==> src/rtl/aes_mode_sequencer.sv <==
`default_nettype none
// aes_mode_sequencer: issues per-block AES mode microcode (ECB/CBC/PCBC/CFB/OFB/CTR) with block handshake.
// Optional macro AES_SEQ_TIMEOUT_EN: abort with err_code 10 when valid_AES takes AES_TIMEOUT cycles.
module aes_mode_sequencer #(
    parameter int  REG_SEL_W   = 2,
    parameter int  BLK_CNT_W   = 8,
    parameter int  AES_TIMEOUT = 64,
    localparam int CW_W        = 3*REG_SEL_W+5
) (
    input  logic                 ACLK,
    input  logic                 ARSTn,
    input  logic                 cmd_valid,
    output logic                 cmd_ready,
    input  logic [2:0]           cmd_mode,
    input  logic                 cmd_decrypt,
    input  logic [BLK_CNT_W-1:0] cmd_blocks,
    output logic                 enable_amba,
    output logic [CW_W-1:0]      control_word,
    output logic                 wr_control,
    input  logic                 valid_AES,
    output logic                 blk_req,
    input  logic                 blk_ack,
    output logic [BLK_CNT_W-1:0] blk_index,
    output logic                 done,
    output logic                 error,
    output logic [1:0]           err_code
);
    localparam int         START_BIT = 3;
    localparam int         TMO_W     = $clog2(AES_TIMEOUT) + 1;
    localparam logic [1:0] FS_XOR = 2'b00, FS_INC = 2'b01, FS_MOV = 2'b10;
    localparam logic [1:0] R0 = 2'd0, R1 = 2'd1, R2 = 2'd2, R3 = 2'd3;
`ifdef AES_SEQ_TIMEOUT_EN
    localparam bit TMO_EN = 1'b1;
`else
    localparam bit TMO_EN = 1'b0;
`endif

    typedef enum logic [2:0] {
        S_IDLE, S_DECODE, S_ISSUE, S_WAIT, S_BLK_SYNC, S_DONE, S_ERROR
    } state_t;

    state_t                  state_q;
    logic [2:0]              mode_q;
    logic                    decrypt_q;
    logic [BLK_CNT_W-1:0]    blocks_q;
    logic [BLK_CNT_W-1:0]    blk_index_q;
    logic [3:0][CW_W-1:0]    prog_q;
    logic [3:0][CW_W-1:0]    w_prog;
    logic [1:0]              pc_q;
    logic [1:0]              last_q;
    logic [1:0]              w_last;
    logic                    w_illegal;
    logic [CW_W-1:0]         cw_q;
    logic                    wr_q;
    logic                    error_q;
    logic [1:0]              err_code_q;
    logic [TMO_W-1:0]        tmo_q;

    // Field order: {sel_a, sel_b, sel_r, dest, start_aes, decrypt, fs}
    function automatic logic [CW_W-1:0] mk(input logic [1:0] a, input logic [1:0] b,
                                           input logic [1:0] d, input logic aes,
                                           input logic dec, input logic [1:0] fs);
        return {REG_SEL_W'(a), REG_SEL_W'(b), aes, REG_SEL_W'(d), aes, dec, fs};
    endfunction

    function automatic logic [CW_W-1:0] op_xor(input logic [1:0] a, input logic [1:0] b, input logic [1:0] d);
        return mk(a, b, d, 1'b0, 1'b0, FS_XOR);
    endfunction

    function automatic logic [CW_W-1:0] op_aes(input logic [1:0] a, input logic [1:0] d, input logic dec);
        return mk(a, R0, d, 1'b1, dec, FS_MOV);
    endfunction

    function automatic logic [CW_W-1:0] op_mov(input logic [1:0] a, input logic [1:0] d);
        return mk(a, R0, d, 1'b0, 1'b0, FS_MOV);
    endfunction

    always_comb begin
        w_prog    = '0;
        w_last    = 2'd2;
        w_illegal = 1'b0;
        case (mode_q)
            3'd0: begin
                w_prog[0] = op_aes(R0, R2, decrypt_q);
                w_last    = 2'd0;
            end
            3'd1: begin
                if (!decrypt_q) w_prog[2:0] = {op_mov(R2, R1), op_aes(R2, R2, 1'b0), op_xor(R1, R0, R2)};
                else            w_prog[2:0] = {op_mov(R0, R1), op_xor(R1, R2, R2), op_aes(R0, R2, 1'b1)};
            end
            3'd2: begin
                if (!decrypt_q) w_prog[2:0] = {op_xor(R2, R0, R1), op_aes(R2, R2, 1'b0), op_xor(R1, R0, R2)};
                else            w_prog[2:0] = {op_xor(R0, R2, R1), op_xor(R2, R1, R2), op_aes(R0, R2, 1'b1)};
            end
            // CFB and OFB always run the core forward
            3'd3: begin
                if (!decrypt_q) w_prog[2:0] = {op_mov(R2, R1), op_xor(R0, R1, R2), op_aes(R1, R1, 1'b0)};
                else            w_prog[2:0] = {op_mov(R0, R1), op_xor(R2, R0, R2), op_aes(R1, R2, 1'b0)};
            end
            3'd4: begin
                if (!decrypt_q) begin
                    w_prog[1:0] = {op_xor(R0, R1, R2), op_aes(R1, R1, 1'b0)};
                    w_last      = 2'd1;
                end else begin
                    w_prog[2:0] = {op_xor(R2, R0, R2), op_mov(R2, R1), op_aes(R1, R2, 1'b0)};
                end
            end
            3'd5: begin
                w_prog = {mk(R3, R0, R3, 1'b0, 1'b0, FS_INC), op_xor(R0, R2, R2),
                          op_aes(R2, R2, 1'b0), op_xor(R1, R3, R2)};
                w_last = 2'd3;
            end
            default: w_illegal = 1'b1;
        endcase
    end

    always_ff @(posedge ACLK or negedge ARSTn) begin
        if (!ARSTn) begin
            state_q     <= S_IDLE;
            mode_q      <= 3'd0;
            decrypt_q   <= 1'b0;
            blocks_q    <= '0;
            blk_index_q <= '0;
            prog_q      <= '0;
            pc_q        <= 2'd0;
            last_q      <= 2'd0;
            cw_q        <= '0;
            wr_q        <= 1'b0;
            error_q     <= 1'b0;
            err_code_q  <= 2'b00;
            tmo_q       <= '0;
        end else begin
            wr_q <= 1'b0;
            case (state_q)
                S_IDLE: begin
                    if (cmd_valid) begin
                        mode_q      <= cmd_mode;
                        decrypt_q   <= cmd_decrypt;
                        blocks_q    <= cmd_blocks;
                        blk_index_q <= '0;
                        error_q     <= 1'b0;
                        err_code_q  <= 2'b00;
                        state_q     <= S_DECODE;
                    end
                end
                S_DECODE: begin
                    if (w_illegal) begin
                        err_code_q <= 2'b01;
                        state_q    <= S_ERROR;
                    end else if (blocks_q == '0) begin
                        state_q <= S_DONE;
                    end else begin
                        prog_q  <= w_prog;
                        last_q  <= w_last;
                        pc_q    <= 2'd0;
                        state_q <= S_ISSUE;
                    end
                end
                S_ISSUE: begin
                    cw_q    <= prog_q[pc_q];
                    tmo_q   <= '0;
                    state_q <= S_WAIT;
                end
                S_WAIT: begin
                    if (!cw_q[START_BIT] || valid_AES) begin
                        cw_q[START_BIT] <= 1'b0;
                        wr_q            <= 1'b1;
                        if (pc_q == last_q) begin
                            state_q <= (blk_index_q == blocks_q - BLK_CNT_W'(1)) ? S_DONE : S_BLK_SYNC;
                        end else begin
                            pc_q    <= pc_q + 2'd1;
                            state_q <= S_ISSUE;
                        end
                    end else if (TMO_EN && (tmo_q == TMO_W'(AES_TIMEOUT - 1))) begin
                        cw_q       <= '0;
                        err_code_q <= 2'b10;
                        state_q    <= S_ERROR;
                    end else begin
                        tmo_q <= tmo_q + TMO_W'(1);
                    end
                end
                S_BLK_SYNC: begin
                    if (blk_ack) begin
                        blk_index_q <= blk_index_q + BLK_CNT_W'(1);
                        pc_q        <= 2'd0;
                        state_q     <= S_ISSUE;
                    end
                end
                S_DONE: state_q <= S_IDLE;
                S_ERROR: begin
                    error_q <= 1'b1;
                    state_q <= S_IDLE;
                end
                default: state_q <= S_IDLE;
            endcase
        end
    end

    assign cmd_ready    = (state_q == S_IDLE);
    assign enable_amba  = !(state_q inside {S_DECODE, S_ISSUE, S_WAIT});
    assign blk_req      = (state_q == S_BLK_SYNC);
    assign done         = (state_q == S_DONE);
    assign control_word = cw_q;
    assign wr_control   = wr_q;
    assign blk_index    = blk_index_q;
    assign error        = error_q;
    assign err_code     = err_code_q;

endmodule
`default_nettype wire

==> config.mk <==
export PLATFORM = sky130hd
export DESIGN_NAME = aes_mode_sequencer
export DESIGN_NICKNAME = d
export VERILOG_FILES = /design/src/rtl/aes_mode_sequencer.sv
export SDC_FILE = /design/constraint.sdc
export NUM_CORES = 1
export LEC_CHECK = 0
export CORE_AREA = 3 3 119 98
export DETAILED_ROUTE_END_ITERATION = 12
export DIE_AREA = 0 0 122 101
export PLACE_DENSITY_LB_ADDON = 0.1
export RECOVER_POWER = 50
export SYNTH_ARGS = -nofsm -noshare
export SYNTH_HDL_FRONTEND = slang
export SYNTH_SLANG_ARGS = --single-unit
==> constraint.sdc <==
create_clock -name ACLK -period 3.87 [get_ports ACLK]
set_input_delay 0.774 -clock ACLK [delete_from_list [all_inputs] [get_ports ACLK]]
set_output_delay 0.774 -clock ACLK [all_outputs]
set_load 0.05 [all_outputs]
==> out/summary.txt <==
P_int = 2.10 mW
die footprint = 12,300 µm²
core utilization of the finished layout = 37.7%
Mapped Avg Cell Area = 9.26 µm²
TritonCTS clock tree = yes
slew at the pin closest to its max-slew limit = 1.64 ns
worst setup path startpoint = state_q[0]
Final Hold Fails = 0
sequential fraction of the synthesis area = 46.8%
Clock Root Buffer = clkbuf_16
ordered cell list for the critical path = or2_1 > nor2_1 > clkdlybuf4s50_1
area leader, netlist = dfrtp_1
Post-DP HPWL = 5.64 mm
vias in the first global route = 2,418
Port Buf Inserts = 42
Post-Place Cells = 510
Max Fclk = 0.344 GHz
clock sinks = 59
Filler cells = 1,088
final setup TNS = 0 ns
FF-to-FF path depth = 7
class of the worst hold path = reg -> reg
initial antenna violation count = 0
Die H = 101 µm
H-tree levels = 3
period utilization = 75.1%
logic gate share of total power = 42.7%
Area growth syn-to-layout = 27.6%
EDFF count, synth = 0
GRT Resource Usage Total = 14.1%
Lkg Pwr = 1.70 nW
total wire length = 7.77 mm
Reg clk slew, reported paths = 0.06 ns
Max VDD drop = 0.299 mV
Worst Slack Setup Final = 0.965 ns
initial core utilization = 29.6%
Cell variety after synth = 51
part of the power in registers = 31.7%
setup bufs post-CTS = 0
max-cap viol count = 1
dpl cell area = 3690 µm²
Core Rows = 34
Starting DRT DRC Count = 166
cts hold-fix bufs = 0
r2r setup slk = 1.31 ns
slowest CP cell = clkdlybuf4s50_1
TritonCTS Buffers = 9
final instance area = 4030 µm²
post-route insts no fill = 526
ANT cells = 0
Worst-Skew Late Latency = 0.33 ns
DRC viols = 0
number of vias per cell = 4.76
ys flop type = dfrtp_1
Max FO, Critical Path = 13
Final nets = 399
Core Area = 10,700 µm²
grt met3 use = 4.26%
largest net degree at the start of global routing = 33
Reg-to-Reg End = prog_q[16]
count of pins over their slew limit = 29
Top Family by Delay on Critical Path = buffers and inverters
Sw Ratio = 42.4%
element type at the critical path end = primary output
max incr delay on CP = 0.81 ns
final setup fails = 0
outcome = finished, violations left
gpl congestion = 0.793
grt total ovfl = 0
syn_nets = 363
synth top area cells = dfrtp_1 47%, nand2_1 6.4%, o21ai_0 4.0%
Top-Level Pins = 44
CTS resizes = 0
first-pass GRT wire length = 13.4 mm
layout cells sized above 1 = 8.64%
Final Skew = 0.00554 ns
met1 Use GR = 22.1%
RSZ-0062 raised after global routing = false
Commonest cells post-synth = 59 x dfrtp_1, 54 x nand2_1, 30 x nor2_1
switching pwr = 1.55 mW
violated checks = max-capacitance violations, max-slew violations
antenna-violating nets left = 0
drt pass-1 iters = 4
reg-to-reg startpoint = mode_q[1]
#FFs+latches synth = 59
Mapped Cells = 341
Die X = 122 µm
Relative slew margins = -9.46%
Final min period = 2.90 ns
WS Path Type = reg -> out
met2 Use GR = 17.7%
post-synth top area share = 46.8%
Wirelength per Cell = 14.8 µm
CP endpoint = cmd_ready
CP Data Required Time = 3.10 ns
PD cells = 908 nW/µm²
top-count cell post-synth = dfrtp_1
clk buf depth = 2
Setup WS pre-CTS = 1.32 ns
synthesized cell area = 3160 µm²
synth warn = 0
arrival time worst endpoint = 2.13 ns
share of synthesized registers carrying an async set or reset = 100%
critical path depth = 3
layer carrying the most global-route usage = met1
worst path bufs/invs = 1
startpoint types = flip-flop
vias = 2,506
Clk pwr share = 25.7%
[cells by family (layout without fill, tap and decap cells)]
family          count (synthesis)  count (layout)  synth area share [%]
fa+ha+maj                       5               5                  1.98
flops                          59              59                  46.8
other cells                     1               1                 0.119
buf+inv                        34              75                  4.48
compound gates                 75              75                  15.6
xor+xnor                       19              19                  5.27
mux                            15              15                  5.86
simple gates                  133             133                  19.9
[power by group through the flow]
| stage | logic [mW] | clock network, mW | registers, mW |
|---|---|---|---|
| 4_1_cts | 1.58 | 0.962 | 1.16 |
| 6_report | 1.56 | 0.939 | 1.16 |
| 2_1_floorplan | 1.13 | 0 | 1.16 |
| 5_1_grt | 1.75 | 0.997 | 1.22 |
| 3_3_place_gp | 1.58 | 0 | 1.17 |
| 3_5_place_dp | 1.57 | 0 | 1.17 |
[how the worst min path moves through the flow]
stage                          start    endpoint  slack, ns  cells past startpoint
after floorplan           prog_q[27]  prog_q[27]       0.43                      2
after global placement    prog_q[27]  prog_q[27]       0.46                      2
after detailed placement  prog_q[27]  prog_q[27]       0.46                      2
after CTS                 prog_q[27]  prog_q[27]       0.47                      2
after global routing      prog_q[32]  prog_q[32]       0.50                      2
final                     prog_q[27]  prog_q[27]       0.46                      2
[cell type report]
type	count	area (µm²)	area share (%)
Clock buffer	9	225	5.59
Clock inverter	7	125	3.10
Inverter	14	52.6	1.30
Multi-Input combinational cell	248	1540	38.2
Sequential cell	59	1480	36.6
Tap cell	144	180	4.47
Timing Repair Buffer	45	430	10.7
[layer usage]
metal | share of wire [%] | vias to the layer above
met1 | 54 | 1180
met5 | 0 | -
met2 | 39 | 63
met4 | 1.3 | 0
met3 | 5.2 | 8
li1 | - | 1255
[sequential cells by signal, summed over array words and instances, names as in the netlist]
signal        flops
blk_index         8
blocks_q          8
control_word     11
decrypt_q         1
err_code          1
error             1
last_q            2
mode_q            3
pc_q              2
prog_q           18
state_q           3
wr_control        1
[metrics by stage]
step                      hold WS (ns)  total power [mW]
after CTS                        0.472              3.70
after detailed placement         0.459              2.75
after floorplan                  0.433              2.29
after global placement           0.456              2.75
final                            0.462              3.66
after global routing             0.502              3.96
[worst register-to-register path, cell delays in order, from the launching register on]
cell and delay (ns):
dfrtp_1 0.50, ha_1 0.30, nor4b_1 0.47, o31ai_2 0.12, buf_4 0.24, nor2_1 0.55, o21ai_0 0.21, nand2_1 0.10
[layout by cell type, fill, tap and decap left out, types with 6 or more instances in the layout]
| cell | synthesis | routed |
|---|---|---|
| nor2b_1 | 6 | 6 |
| o31ai_1 | 9 | 9 |
| dfrtp_1 | 59 | 59 |
| mux2_2 | 8 | 8 |
| clkbuf_16 | 0 | 9 |
| clkdlybuf4s50_1 | 0 | 39 |
| inv_1 | 14 | 14 |
| o21ai_0 | 25 | 25 |
| nor2_1 | 30 | 30 |
| nand2b_1 | 9 | 9 |
| xnor2_1 | 12 | 12 |
| nand2_1 | 54 | 54 |
| nand3_1 | 7 | 7 |
| a22o_1 | 7 | 7 |
| a21oi_1 | 12 | 12 |
| xor2_1 | 7 | 7 |
No activity file was read; power rests on OpenSTA's default activity.
==> edit: new RTL, same flow settings <==
`TMO_EN`: 1'b0 -> 1'b1.
--- a/src/rtl/aes_mode_sequencer.sv
+++ b/src/rtl/aes_mode_sequencer.sv
@@ -32,7 +32,7 @@
 `ifdef AES_SEQ_TIMEOUT_EN
     localparam bit TMO_EN = 1'b1;
 `else
-    localparam bit TMO_EN = 1'b0;
+    localparam bit TMO_EN = 1'b1;
 `endif
 
     typedef enum logic [2:0] {
Function: same outputs for any inputs over 10 cycles, from zero or initial values and one cycle with ARSTn low; that may be too few to reach the edited logic, so the function may still have changed.
==> edit against the original RTL <==
  * The flow still finishes with violations (max-capacitance violations, max-slew violations)
  * Synthesized area rose by 9.9%
  * Routed wire length rose by 6.2%
  * Utilization rose by 2.6 points
  * Synthesized cell count rose by 10%
  * Final cell count rose by 6.5%
  * Via count rose by 9.6%
  * Power fell by 1.2%
  * Global-route usage rose by 0.41 points
  * Design area rose by 6.9%
  * Sequential power rose by 9%
  * Worst setup slack got worse by 0.22 ns
  * Sequential cell count rose by 8
==> edit: results (changes against the original RTL) <==
Outcome -> finished, violations left
Clk_skew -> 0.00612 ns (+0.000579 ns)
Fill count -> 1057 (-2.8%)
Hold EP -> control_word[10]
Post-synth net total -> 397 (+9.4%)
Max_cap viols -> 1 (unchanged)
Via count -> 2746 (+9.6%)
Routed length on met3 -> 360 um (-11%)
Post-synth cell types -> 49 (-3.9%)
Failing checks -> max-capacitance violations, max-slew violations
Wl on met1 -> 4.42 mm (+5.4%)
Largest cells by area after synthesis -> dfrtp_1 (48%), nand2_1 (5.7%), o21ai_0 (4.6%)
Post-Place Setup Slack -> 1.08 ns (-0.243 ns)
Routed wire length on met2 -> 3.37 mm (+9.9%)
Worst r2r src -> state_q[0]
Compound-Gate Fraction of Synth Area -> 15.8% (+0.18 points)
Max incr delay on CP -> 0.90 ns (+0.09 ns)
Terminus of the critical flop-to-flop path -> mode_q[0]
Clock Tree Buf Depth -> 2 (unchanged)
Starting DRT DRC Count -> 123 (-26%)
Max Slew Vio Count -> 46 (+59%)
Sequential logic power -> 1270 uW (+9%)
Worst Tran Pin Value -> 2.52 ns (+0.883 ns)
PortBufs -> 43 (+2.4%)
Peak VDD IR -> 0.258 mV (-14%)
CP Data Arrival Time -> 2.35 ns (+0.22 ns)
Largest net degree at the start of global routing -> 46 (+39%)
Crit-path max FO -> 18 (+5)
Total GRT Usage -> 14.5% (+0.41 points)
R2R setup slack -> 1.50 ns (+0.19 ns)
Met3 Track Usage GR -> 4.38% (+0.11 points)
Detailed Route WL -> 8.25 mm (+6.2%)
Placed insts -> 544 (+6.7%)
DPL Wire Length -> 5.89 mm (+4.4%)
Met2 Usage GRT -> 20.3% (+2.6 points)
Post-synthesis sequential area ratio -> 48.3% (+1.6 points)
Synth Area in Adders -> 1.73% (-0.25 points)
Routed vias/inst -> 4.90 (+2.9%)
Clk pwr -> 859 uW (-8.5%)
Layout cell share with drive strength beyond 1 -> 6.49% (-2.1 points)
Mux share of post-synthesis cell area -> 5.59% (-0.27 points)
First-pass GRT wire length -> 13.9 mm (+3.2%)
Met1 Use GR -> 21.1% (-0.98 points)
==> edit: cell count changes after synthesis, sizes merged, moves of 4 or more <==
| cell | unedited run | this run |
|---|---|---|
| a21oi | 12 | 19 |
| a22o | 7 | 0 |
| clkbuf | 11 | 15 |
| dfrtp | 59 | 67 |
| nand2b | 9 | 5 |
| nand3 | 7 | 18 |
| nor2 | 30 | 22 |
| nor3 | 4 | 13 |
| o21ai | 25 | 32 |
| o31ai | 10 | 6 |
==> edit: cell type report <==
cell class | instances | share of cell area [%]
sequential | 67 | 38.9
multi-input combinational | 269 | 37.9
timing repair buffer | 49 | 10.5
clock buffer | 11 | 5.40
tap | 144 | 4.18
clock inverter | 5 | 1.80
inverter | 15 | 1.31
==> edit: logic make-up (layout without fill, tap and decap cells) <==
kind of cell	after synthesis	after routing
multiplexers	16	16
AND/OR/NAND/NOR	141	141
adder cells (fa/ha/maj)	5	5
buffers and inverters	40	80
flip-flops	67	67
AO/OA/AOI/OAI	89	89
XOR/XNOR	18	18
==> edit: stage by stage <==
step	cell area [sq um]	hold slack [ns]	util (%)
floorplan	3470	0.441	-
global placement	4020	0.462	37.6
detailed placement	4020	0.463	37.6
CTS	4330	0.479	40.6
global route	4310	0.501	40.4
finish	4310	0.471	40.4
==> edit: how the worst max path moves through the flow <==
| stage | start | endpoint | slack (ns) | depth (start not counted) |
|---|---|---|---|---|
| after floorplan | state_q[0] | done | 1.02 | 4 |
| after detailed placement | state_q[2] | blk_req | 1.08 | 2 |
| after CTS | state_q[2] | blk_req | 0.70 | 2 |
| final | state_q[2] | blk_req | 0.75 | 2 |
| after global routing | ARSTn | mode_q[1] | 0.45 | 2 |
| after global placement | state_q[2] | blk_req | 1.14 | 2 |
